### src/rtl/mult_datapath.sv
// Register/arithmetic datapath (X, A, B, shift counter) for the signed shift-add multiplier.
// Optional HEX_DISPLAY_EN adds registered active-low 7-segment nibble outputs.
module mult_datapath #(
  parameter int unsigned N_BITS  = 8,
  parameter int unsigned N_STEPS = 8
) (
  input  logic              Clk,
  input  logic              Reset,
  input  logic              Clr_Ld,
  input  logic              Add,
  input  logic              Sub,
  input  logic              Shift,
  input  logic [N_BITS-1:0] S,
  output logic              M,
  output logic              X,
  output logic [N_BITS-1:0] Aval,
  output logic [N_BITS-1:0] Bval,
  output logic [3:0]        ShiftCnt,
  output logic              Done,
  output logic              ProtoErr
`ifdef HEX_DISPLAY_EN
  ,
  output logic [6:0]        AhexU,
  output logic [6:0]        AhexL,
  output logic [6:0]        BhexU,
  output logic [6:0]        BhexL
`endif
);

  localparam int unsigned AW = N_BITS + 1;
  localparam int unsigned CW = 4;

  logic              r_x;
  logic [N_BITS-1:0] r_a;
  logic [N_BITS-1:0] r_b;
  logic [CW-1:0]     r_cnt;
  logic              r_done;
  logic              r_err;

  logic              w_x_nxt;
  logic [N_BITS-1:0] w_a_nxt;
  logic [N_BITS-1:0] w_b_nxt;
  logic [CW-1:0]     w_cnt_nxt;
  logic              w_err_nxt;
  logic [AW-1:0]     w_sum;
  logic [AW-1:0]     w_diff;
  logic [2:0]        w_nstrobe;
  logic              w_multi;

  assign w_sum     = {r_a[N_BITS-1], r_a} + {S[N_BITS-1], S};
  assign w_diff    = {r_a[N_BITS-1], r_a} - {S[N_BITS-1], S};
  assign w_nstrobe = 3'(Clr_Ld) + 3'(Add) + 3'(Sub) + 3'(Shift);
  assign w_multi   = (w_nstrobe > 3'd1);

  // Strobe arbitration: Clr_Ld > Sub > Add > Shift; violations latch r_err.
  always_comb begin
    w_x_nxt   = r_x;
    w_a_nxt   = r_a;
    w_b_nxt   = r_b;
    w_cnt_nxt = r_cnt;
    w_err_nxt = r_err;
    if (Clr_Ld) begin
      w_x_nxt   = 1'b0;
      w_a_nxt   = '0;
      w_b_nxt   = S;
      w_cnt_nxt = '0;
      w_err_nxt = 1'b0;
    end else begin
      if (w_multi) w_err_nxt = 1'b1;
      if (Sub) begin
        {w_x_nxt, w_a_nxt} = w_diff;
      end else if (Add) begin
        {w_x_nxt, w_a_nxt} = w_sum;
      end else if (Shift) begin
        if (r_done) begin
          w_err_nxt = 1'b1;
        end else begin
          w_a_nxt   = {r_x, r_a[N_BITS-1:1]};
          w_b_nxt   = {r_a[0], r_b[N_BITS-1:1]};
          w_cnt_nxt = r_cnt + CW'(1);
        end
      end
    end
  end

  always_ff @(posedge Clk or posedge Reset) begin
    if (Reset) begin
      r_x    <= 1'b0;
      r_a    <= '0;
      r_b    <= '0;
      r_cnt  <= '0;
      r_done <= 1'b0;
      r_err  <= 1'b0;
    end else begin
      r_x    <= w_x_nxt;
      r_a    <= w_a_nxt;
      r_b    <= w_b_nxt;
      r_cnt  <= w_cnt_nxt;
      r_done <= (w_cnt_nxt == CW'(N_STEPS));
      r_err  <= w_err_nxt;
    end
  end

  assign M        = r_b[0];
  assign X        = r_x;
  assign Aval     = r_a;
  assign Bval     = r_b;
  assign ShiftCnt = r_cnt;
  assign Done     = r_done;
  assign ProtoErr = r_err;

`ifdef HEX_DISPLAY_EN
  function automatic logic [6:0] seg7(input logic [3:0] n);
    logic [6:0] s;
    case (n)
      4'h0: s = 7'h40; 4'h1: s = 7'h79; 4'h2: s = 7'h24; 4'h3: s = 7'h30;
      4'h4: s = 7'h19; 4'h5: s = 7'h12; 4'h6: s = 7'h02; 4'h7: s = 7'h78;
      4'h8: s = 7'h00; 4'h9: s = 7'h10; 4'hA: s = 7'h08; 4'hB: s = 7'h03;
      4'hC: s = 7'h46; 4'hD: s = 7'h21; 4'hE: s = 7'h06; default: s = 7'h0E;
    endcase
    return s;
  endfunction

  logic [6:0] r_ahex_u, r_ahex_l, r_bhex_u, r_bhex_l;

  // Display follows the A/B registers one cycle later.
  always_ff @(posedge Clk or posedge Reset) begin
    if (Reset) begin
      r_ahex_u <= 7'h40;
      r_ahex_l <= 7'h40;
      r_bhex_u <= 7'h40;
      r_bhex_l <= 7'h40;
    end else begin
      r_ahex_u <= seg7(r_a[7:4]);
      r_ahex_l <= seg7(r_a[3:0]);
      r_bhex_u <= seg7(r_b[7:4]);
      r_bhex_l <= seg7(r_b[3:0]);
    end
  end

  assign AhexU = r_ahex_u;
  assign AhexL = r_ahex_l;
  assign BhexU = r_bhex_u;
  assign BhexL = r_bhex_l;
`endif

endmodule
### config.mk
export PLATFORM = sky130hd
export DESIGN_NAME = mult_datapath
export DESIGN_NICKNAME = d
export VERILOG_FILES = /design/src/rtl/mult_datapath.sv
export SDC_FILE = /design/constraint.sdc
export NUM_CORES = 1
export LEC_CHECK = 0
export BUFFER_PORTS_ARGS = -buffer_cell sky130_fd_sc_hd__buf_2
export CAP_MARGIN = 20
export CORE_MARGIN = 2
export CORE_UTILIZATION = 40
export CTS_CLUSTER_SIZE = 10
export DETAILED_ROUTE_END_ITERATION = 16
export SLEW_MARGIN = 20
export SYNTH_ARGS = -nofsm -noshare
export SYNTH_HDL_FRONTEND = slang
export SYNTH_SLANG_ARGS = --single-unit
### constraint.sdc
create_clock -name Clk -period 2 [get_ports Clk]
set_input_delay 0.2 -clock Clk [delete_from_list [all_inputs] [get_ports Clk]]
set_output_delay 0.2 -clock Clk [all_outputs]
set_load 0.01 [all_outputs]
==> metrics <==
register-to-register setup slack=-0.14 ns; via-per-instance ratio=~5.2; crit path kind=flip-flop to flip-flop; mux cell area share after synthesis=0.0646; clock buffer depth=2; data arrival time of the critical path=2.31 ns; clock tree from TritonCTS=built; internal power component=1.13 mW; final routed wire length divided by cell count=around 16 um; total DRC errors in the routed layout=0; required time worst endpoint=2.17 ns; die width=75.3 um; reg2reg end=X$_DFFE_PP0P_; Hold Path Class=primary input to flip-flop; vias after detailed routing=1934; Crit path largest cell delay=0.41 ns; max-cap violation count=0; Syn. warnings=0; Crit Reg-Reg Startpoint=Aval[0]$_DFFE_PP0P_; post-synthesis compound-gate area fraction=0.198; Starting Density=0.422; worst-path cell with the longest stage delay=dfrtp_1; cts bufs inserted=3; Net Switching=0.716 mW; largest net degree at the start of global routing=24; Routed WL=5.74 mm; Post-Route Skew=0.00367 ns; clock insertion delay at the later pin of the skew report=between 0.2 and 0.3 ns; area of the core region=0.00482 mm2; Clk pwr share=0.171; XOR/XNOR share of the synthesized area=0.0215; number of standard-cell rows in the floorplan=25; final count of pins violating max slew=0; element type at the critical path end=flip-flop; unrepaired setup endpoints after global routing=yes; number of global-route vias before repair=between 1500 and 2000; overall die area=0.00567 mm2; antenna violation net count after detailed routing=0; final worst path period share=1.07; power per standard cell area=704 mW/mm2; worst slew slack as a fraction of its limit=0.765; crit-path cells=ha_1, fa_2, nor3b_2, or3_1, a21oi_2, o21ai_1, a32o_1; basic-gate share of the synthesized area counting and, or, nand and nor cells=0.218; highest achievable clock rate=468 MHz; placer congestion estimate=~0.82; Die H=roughly 75 um; synthesis-stage register bit count=23; number of DRC violations after detailed-routing iteration 0=104; largest family of logic cells by synthesized area=simple AND/OR/NAND/NOR gates; Final Hold Viols=0; Worst VDD drop=0.328 mV; placed wire-length estimate after detailed placement=approximately 4.5 mm; clock transition at the registers of the reported paths=0.09 ns; EDFF count, synth=0; Mapped Nets=274; H-tree depth=1; part of the total power dissipated in sequential elements=0.318; status=complete, but fails checks; violations in the final reports=negative setup slack; cell depth of the worst flop-to-flop path=7; I/O pin count=38; Final #Nets=about 340; number of sinks handled by clock tree synthesis=23; Hold Worst Slack=0.249 ns; post-synthesis async set-or-reset flop share=1.00; filler-free cell count of the finished design=369; net switching share of the total power=0.387; Cell Count Post-Placement=363; worst setup path endpoint=X$_DFFE_PP0P_; global-route wire length before repair=9.49 mm; Leak Pwr=~1.3 nW; average footprint of a synthesized cell=8.55 um2; cell count after synthesis=238; adder-cell share of the synthesized area=0.146; iteration count of the initial detailed-routing pass=4; type of element launching the critical path=flip-flop; Antenna diodes=0; IO buf count=37; post-layout util=0.545; combined global-route utilization of all metal layers=0.220; synthesis-to-finish area growth=29.0%; count of cell types in the netlist=55; Setup Viol. Count Final=3; final period demand of the worst path=2.14 ns; share of the yosys chip area belonging to registers=0.283; number of fill cells=460; launching instance or port of the critical path=Aval[0]$_DFFE_PP0P_; ratio of cells with drive above 1 in the final layout=0.328; transition at the pin with the smallest max-transition slack=between 0.3 and 0.4 ns; antenna violations before repair=0; clock root buffer=clkbuf_8; overall power after layout=between 1.5 and 2 mW; cell area after technology mapping=0.00203 mm2; proportion of power drawn by combinational gates=0.511; worst setup slack after layout=-0.135 ns; Main synth FF type=dfrtp_1; gr ovfl total=0; biggest fanout along the worst timing path=4
[repair_timing]
action / CTS / global route
hold endpoints to repair: 23 / 0
pin swaps: 4 / 1
gates cloned: 0 / 0
endpoints found under the setup margin: 4 / 5
hold buffers: 1 / 0
gates resized for setup: 7 / 7
buffers inserted: 1 / 0
[sequential cells by signal, indices dropped and copies added (netlist names)]
| signal | cells |
|---|---|
| X | 1 |
| Bval | 8 |
| ProtoErr | 1 |
| Aval | 8 |
| Done | 1 |
| ShiftCnt | 4 |
[cells in the mapped netlist (all sizes together) (2+ instances only)]
cell type   n  share of area
mux2i      12          0.059
fa          3          0.030
nor3        4         0.0098
nand3       5          0.012
nor3b       3          0.014
dfrtp      23           0.28
nand4       3         0.0092
buf        12          0.034
o311ai      4          0.017
a21o        3          0.011
clkbuf      2         0.0037
nor2b       7          0.022
inv        17          0.031
o21bai      2         0.0074
nor4b       2          0.019
xor2        2         0.0086
or2         3         0.0092
ha         19           0.12
nor2       26          0.048
o31ai       4          0.015
o21ai      17          0.042
xnor2       3          0.013
or3         2         0.0061
a21oi      13          0.034
nand2      21          0.039
nand2b      5          0.015
a211oi      3          0.011
[cell usage in the layout (no fill, tap or decap), types with 2 or more instances in the layout]
cell and count:
buf_2 37, buf_4 36, nor2_1 26, dfrtp_1 22
nand2_1 21, o21ai_0 16, inv_1 15, ha_1 15
mux2i_1 12, a21oi_1 11, nor2b_1 6, nand2b_1 5
nand3_1 5, o31ai_1 4, nor3_1 4, a211oi_1 3
nand4_1 3, a21o_1 3, xnor2_1 3, ha_4 3
clkbuf_8 3, o21bai_1 2, inv_2 2, nor3b_2 2
o311ai_2 2, a21oi_2 2, or3_1 2, or2_2 2
xor2_1 2, fa_2 2
[kinds of logic (layout without fill, tap and decap cells)]
logic type / Yosys count / after routing
AO/OA/AOI/OAI: 59 / 59
XOR/XNOR: 5 / 5
adder cells (fa/ha/maj): 22 / 22
buffers and inverters: 31 / 95
flip-flops: 23 / 23
multiplexers: 13 / 13
AND/OR/NAND/NOR: 85 / 85
[worst min-delay path by stage]
stage                     cells past startpoint  slack [ns]             endpoint  start
after floorplan                               1        0.20  Aval[0]$_DFFE_PP0P_  Reset
after global placement                        3        0.27       Done$_DFF_PP0_  Reset
after detailed placement                      3        0.27       Done$_DFF_PP0_  Reset
after CTS                                     3        0.25   ProtoErr$_DFF_PP0_  Shift
after global routing                          3        0.26   ProtoErr$_DFF_PP0_  Shift
final                                         3        0.25   ProtoErr$_DFF_PP0_  Shift
[cell type report]
type | instances | area, um2 | area share
clock buffer | 4 | 45.0 | 0.0172
inverter | 17 | 63.8 | 0.0243
multi-input combinational | 184 | 1390 | 0.530
sequential | 23 | 577 | 0.220
tap | 67 | 83.8 | 0.0319
timing repair buffer | 74 | 465 | 0.177
[worst max-delay path: cells and delay by family, from the launching register on]
kind	cells	cell delay, ns
AOI/OAI and AO/OA	3	0.47
DFF	1	0.41
and+or+nand+nor	2	0.55
adders and majority gates	2	0.61
[per-stage QoR]
step	setup TNS (ns)	setup slack (ns)	area, um2
global placement	-0.267	-0.138	2490
detailed placement	-0.444	-0.196	2490
floorplan	-0.125	-0.125	2040
finish	-0.256	-0.135	2630
CTS	-0.283	-0.138	2580
global route	-0.597	-0.249	2630
[per-layer routing]
metal,wire [um],vias to the layer above,GRT usage,part of all wire
li1,-,971,-,-
met1,2730,901,0.310,0.48
met2,2600,52,0.339,0.45
met3,301,10,0.0384,0.052
met4,103,0,0.0780,0.018
met5,0,-,0,0
[power groups by stage]
stage          Sequential, mW  Clock, mW  Combinational [mW]
2_1_floorplan           0.633          0               0.497
3_3_place_gp            0.591          0               0.876
3_5_place_dp            0.593          0               0.886
4_1_cts                 0.584      0.316               0.915
5_1_grt                 0.599      0.333                1.05
6_report                0.588      0.315               0.945
No activity file was read; power rests on OpenSTA's default activity.
